==> src/rtl/sparc_ifu_sscan_ctl.sv <==
// Shadow-scan snapshot sequencer: captures a core-state snapshot on an rtap request and returns it as NB beats, starting the cycle after the request.
// No backpressure; requests that arrive during a readout are dropped and flagged sticky. Optional capture timestamp: SSCAN_CTL_TSTAMP_EN.
module sparc_ifu_sscan_ctl #(
  parameter int SNAP_W = 94,
  parameter int BUS_W  = 64,
  parameter int ID_W   = 4,
  parameter int MY_ID  = 1
) (
  input  logic              rclk,
  input  logic              reset,
  input  logic              rtap_core_val,
  input  logic [ID_W-1:0]   rtap_core_id,
  input  logic [1:0]        rtap_core_threadid,
  input  logic [BUS_W-1:0]  rtap_core_data,
  input  logic [SNAP_W-1:0] snap_src_data,
  output logic              core_rtap_val,
  output logic [BUS_W-1:0]  core_rtap_data,
  output logic [2:0]        core_rtap_beat,
  output logic              sscan_busy,
  output logic              sscan_drop
);

`ifdef SSCAN_CTL_TSTAMP_EN
  localparam int TS_W = 18;
`else
  localparam int TS_W = 0;
`endif
  localparam int SNAP_TOT = SNAP_W + TS_W;
  localparam int NB       = (SNAP_TOT + BUS_W - 1) / BUS_W;
  localparam int PAD_W    = NB * BUS_W;

  localparam logic [2:0] LAST_BEAT = 3'(NB - 1);

  localparam logic [0:0] ST_IDLE = 1'b0;
  localparam logic [0:0] ST_SEND = 1'b1;

  localparam logic [1:0] CMD_SNAP    = 2'd0;
  localparam logic [1:0] CMD_REREAD  = 2'd1;
  localparam logic [1:0] CMD_ABORT   = 2'd2;
  localparam logic [1:0] CMD_CLRSTAT = 2'd3;

  logic [0:0]          state_q, state_d;
  logic [2:0]          beat_q, beat_d;
  logic [SNAP_TOT-1:0] snap_q, snap_d;
  logic                snap_vld_q, snap_vld_d;
  logic                drop_q, drop_d;

  logic                hit;
  logic [1:0]          cmd;
  logic                send;
  logic [SNAP_TOT-1:0] cap_dat;
  logic [PAD_W-1:0]    snap_pad;
  logic [BUS_W-1:0]    beat_dat;

  assign hit  = rtap_core_val & (rtap_core_id == ID_W'(MY_ID));
  assign cmd  = rtap_core_data[1:0];
  assign send = (state_q == ST_SEND);

`ifdef SSCAN_CTL_TSTAMP_EN
  logic [15:0] tstamp_q, tstamp_d;
  logic        unused_data;

  assign tstamp_d    = tstamp_q + 16'd1;
  assign cap_dat     = {tstamp_q, rtap_core_threadid, snap_src_data};
  assign unused_data = ^rtap_core_data[BUS_W-1:2];

  always_ff @(posedge rclk) begin
    if (reset) begin
      tstamp_q <= '0;
    end else begin
      tstamp_q <= tstamp_d;
    end
  end
`else
  logic unused_in;

  assign cap_dat   = snap_src_data;
  assign unused_in = ^{rtap_core_data[BUS_W-1:2], rtap_core_threadid};
`endif

  always_comb begin
    state_d    = state_q;
    beat_d     = beat_q;
    snap_d     = snap_q;
    snap_vld_d = snap_vld_q;
    drop_d     = drop_q;

    if (hit && cmd == CMD_CLRSTAT) begin
      drop_d = 1'b0;
    end

    case (state_q)
      ST_IDLE: begin
        if (hit && cmd == CMD_SNAP) begin
          snap_d     = cap_dat;
          snap_vld_d = 1'b1;
          state_d    = ST_SEND;
          beat_d     = 3'd0;
        end else if (hit && cmd == CMD_REREAD) begin
          state_d = ST_SEND;
          beat_d  = 3'd0;
        end
      end
      default: begin
        if (hit && (cmd == CMD_SNAP || cmd == CMD_REREAD)) begin
          drop_d = 1'b1;
        end
        // Abort still lets this cycle's beat go out; only later beats are cut.
        if ((hit && cmd == CMD_ABORT) || beat_q == LAST_BEAT) begin
          state_d = ST_IDLE;
          beat_d  = 3'd0;
        end else begin
          beat_d = beat_q + 3'd1;
        end
      end
    endcase
  end

  always_ff @(posedge rclk) begin
    if (reset) begin
      state_q    <= ST_IDLE;
      beat_q     <= '0;
      snap_q     <= '0;
      snap_vld_q <= 1'b0;
      drop_q     <= 1'b0;
    end else begin
      state_q    <= state_d;
      beat_q     <= beat_d;
      snap_q     <= snap_d;
      snap_vld_q <= snap_vld_d;
      drop_q     <= drop_d;
    end
  end

  // Zero-padded to a whole number of beats so the top beat reads 0 above SNAP_TOT.
  assign snap_pad = snap_vld_q ? PAD_W'(snap_q) : '0;

  always_comb begin
    beat_dat = '0;
    for (int b = 0; b < NB; b++) begin
      if (beat_q == 3'(b)) begin
        beat_dat = snap_pad[b*BUS_W +: BUS_W];
      end
    end
  end

  assign core_rtap_val  = send;
  assign core_rtap_data = send ? beat_dat : '0;
  assign core_rtap_beat = send ? beat_q : 3'd0;
  assign sscan_busy     = send;
  assign sscan_drop     = drop_q;

endmodule
==> config.mk <==
export PLATFORM = sky130hd
export DESIGN_NAME = sparc_ifu_sscan_ctl
export DESIGN_NICKNAME = d
export VERILOG_FILES = /design/src/rtl/sparc_ifu_sscan_ctl.sv
export SDC_FILE = /design/constraint.sdc
export NUM_CORES = 1
export LEC_CHECK = 0
export CORE_ASPECT_RATIO = 1.2
export CORE_UTILIZATION = 42
export CTS_CLUSTER_SIZE = 12
export DETAILED_ROUTE_END_ITERATION = 12
export HOLD_SLACK_MARGIN = 0.03
export PLACE_DENSITY = 0.87
export SETUP_SLACK_MARGIN = 0.05
export SYNTH_ARGS = -nofsm -noshare
export SYNTH_HDL_FRONTEND = slang
export SYNTH_SLANG_ARGS = --single-unit
export TNS_END_PERCENT = 10
==> constraint.sdc <==
create_clock -name rclk -period 3.23 [get_ports rclk]
set_input_delay 0.8075 -clock rclk [delete_from_list [all_inputs] [get_ports rclk]]
set_output_delay 0.8075 -clock rclk [all_outputs]
set_load 0.02 [all_outputs]
==> flow_summary_export.csv <==
group,metric,value,unit
outcome,status,"complete, no violations",
timing,whs,449,ps
cts,cts_tree,"done",
cts,clk_pin_slew,60,ps
critical_path,cp.arrival,2320,ps
cts,cts-root-buf,"clkbuf_16",
routing,vias,4236,
final_layout,nNetsFinal,878,
final_layout,area_delta_synth_final,49.8,%
critical_path,critical_path_required,2420,ps
timing,period_needed,3130,ps
place,port_buffers,172,
timing,slew_violations,0,
global_routing,first_global_vias,4036,
final_layout,drive_above_1_share,5.05,%
synth,syn_area,4230,um2
global_routing,overflow,0,
cts,cts_sinks,100,
critical_path,worstSetupPathType,"reg -> out",
final_layout,instances_no_fill,836,
routing,dr.pass1.iters,5,
global_routing,grt_pass1_wl,18.4,mm
timing,finalHoldViolCount,0,
job,drv_cap,0,
pwr,ir_worst_vdd,0.298,mV
die,die_h,112,um
timing,maxClockFrequency,0.320,GHz
die,dieArea,10500,um2
synth,synth_xor_area_share,0,%
die,die_w,93.6,um
cts,insertion_delay,330,ps
timing,rsz0062_at_grt,"true",
critical_path,critPathMaxFanout,15,
synth,synth_cells,560,
synth,async_flop_share,0,%
critical_path,setup.worst_path.end_class,"primary output",
die,start_util,43.7,%
timing,final.period_utilization,96.8,%
routing,drcViolationCount,0,
global_routing,grt_max_degree,63,
timing,setup_viol,0,
timing,tightest_slew,645,ps
synth,yosysUniqueCellTypes,30,
synth,synth_compound_area_share,17.6,%
synth,ys.flop_type,"dfxtp_1",
cts,cts-buffers-inserted,9,
global_routing,grt_usage,22.1,%
die,ioPinCount,237,
routing,vias_per_cell,5.07,
timing,skew,3.23,ps
hold_path,hp-class,"reg -> reg",
synth,synth_top_area_share,47.4,%
cts,htree_levels,3,
synth,synthMuxAreaShare,0.267,%
cts,cts_buffer_depth,2,
synth,synth_top_cell_by_area,"dfxtp_1",
synth,ys_seq_area_share,47.4,%
place,dp_cells,820,
die,core,9660,um2
routing,ant_nets,0,
cts,hold_buffers,0,
synth,synth_fa_ha_area_share,0.888,%
synth,synth-simple-area-share,28.6,%
critical_path,start_kind,"register",
place,dpl.hpwl,8.05,mm
global_routing,antenna_found_initial,0,
final_layout,diodes,0,
critical_path,ff2ff_setup_slack,1220,ps
synth,yosys-top-cells-area,"dfxtp_1 (47%), nand2_1 (17%), a21oi_1 (11%)",
synth,synth_seq_cells,100,
die,rows,39,
routing,wirelength,11.5,mm
pwr,p_leak,2.68,nW
routing,drt_iter0_drc,208,
place,place.gp.congestion,0.757,
routing,post_drt_wl_per_cell,13.7,um
synth,syn_avg_cell_area,7.55,um2
timing,slew_headroom,57.0,%
synth,synth-edff-count,0,
pwr,p_per_area,385,nW/um2
synth,yosysWarnings,0,
pwr,power,0.00244,W
synth,synth_top_family_by_area,"simple AND/OR/NAND/NOR gates",
synth,syn-num-nets,730,
critical path, cell delays in order (launching register included):
cell and delay (ps):
dfxtp_1 380, inv_1 80, ha_1 220, nor3b_4 260, buf_6 220, a22oi_1 110, nor2_1 110, clkdlybuf4s50_1 610
final cells by class:
cell class,count,area [um2]
multi-input cells,411,2030
well taps,123,154
inverters,3,11.3
repair buffers,183,1850
clock inverters,4,32.5
flip-flops and latches,100,2000
fillers,812,3330
clock buffers,12,256
repair_timing:
item	in CTS	in global routing
gates resized for setup	41	25
setup endpoints to repair	42	24
setup buffers	0	0
path summary, 6_finish.rpt:
kind / startpoint / to / cells after the start
max: beat_q[1] / core_rtap_data[20] / 7
min: snap_q[30] / snap_q[30] / 2
max reg2reg: core_rtap_val / snap_q[21] / 5
min reg2reg: snap_q[30] / snap_q[30] / 2
metal layers:
metal / GRT usage, % / vias to the layer above / routed length [um]
met2: 38.3 / 158 / 5630
met5: 0 / - / 0
met4: 8.10 / 0 / 188
met1: 26.2 / 1932 / 4780
li1: - / 2130 / -
met3: 5.19 / 16 / 864
report_power, final:
group | internal [W] | switching, W | total, W
Combinational | 0.000121 | 0.0000602 | 0.000181
Sequential | 0.00124 | 0.00000310 | 0.00124
Clock | 0.000568 | 0.000445 | 0.00101
cell usage in the layout (no fill, tap or decap), types with 2 or more instances in the layout:
cell	netlist	routed
a21oi_1	95	95
a22oi_1	30	30
and2_1	37	37
buf_12	0	2
buf_4	7	7
buf_6	0	3
clkbuf_16	0	9
clkbuf_8	0	2
clkdlybuf4s50_1	0	108
clkinvlp_4	0	2
dfxtp_1	100	100
dlygate4sd2_1	0	40
dlymetal6s2s_1	0	23
ha_1	3	3
inv_1	3	3
nand2_1	189	189
nor2_1	34	34
nor2b_1	3	2
nor3_1	2	2
logic make-up after synthesis:
kind of cell | count (synthesis)
adders and majority gates | 3
and+or+nand+nor | 277
DFF | 100
buffers and inverters | 49
muxes | 1
AOI/OAI and AO/OA | 130
through the flow:
stage | cell area, um2 | setup WS [ps] | setup TNS (ps) | util, %
final | 6330 | 103 | 0 | 65.5
after global routing | 6330 | -35.8 | -35.8 | 65.5
after CTS | 6260 | 37.4 | 0 | 64.8
after detailed placement | 6020 | 278 | 0 | 62.3
after global placement | 6020 | 360 | 0 | 62.3
after floorplan | 4230 | 907 | 0 | -
registers in the layout (all words and copies together), names as in the netlist:
name / flops
sscan_drop: 1
snap_q: 94
core_rtap_val: 1
snap_vld_q: 1
beat_q: 3
Yosys cell counts, types with 2 or more instances:
cell	count
nand2_1	189
clkbuf_1	30
dfxtp_1	100
ha_1	3
a22oi_1	30
nor3_1	2
nor2b_1	3
and3_1	2
a21oi_1	95
nor2_1	34
and2_1	37
buf_2	9
inv_1	3
buf_4	7
Power figures use the tool's default switching activity.
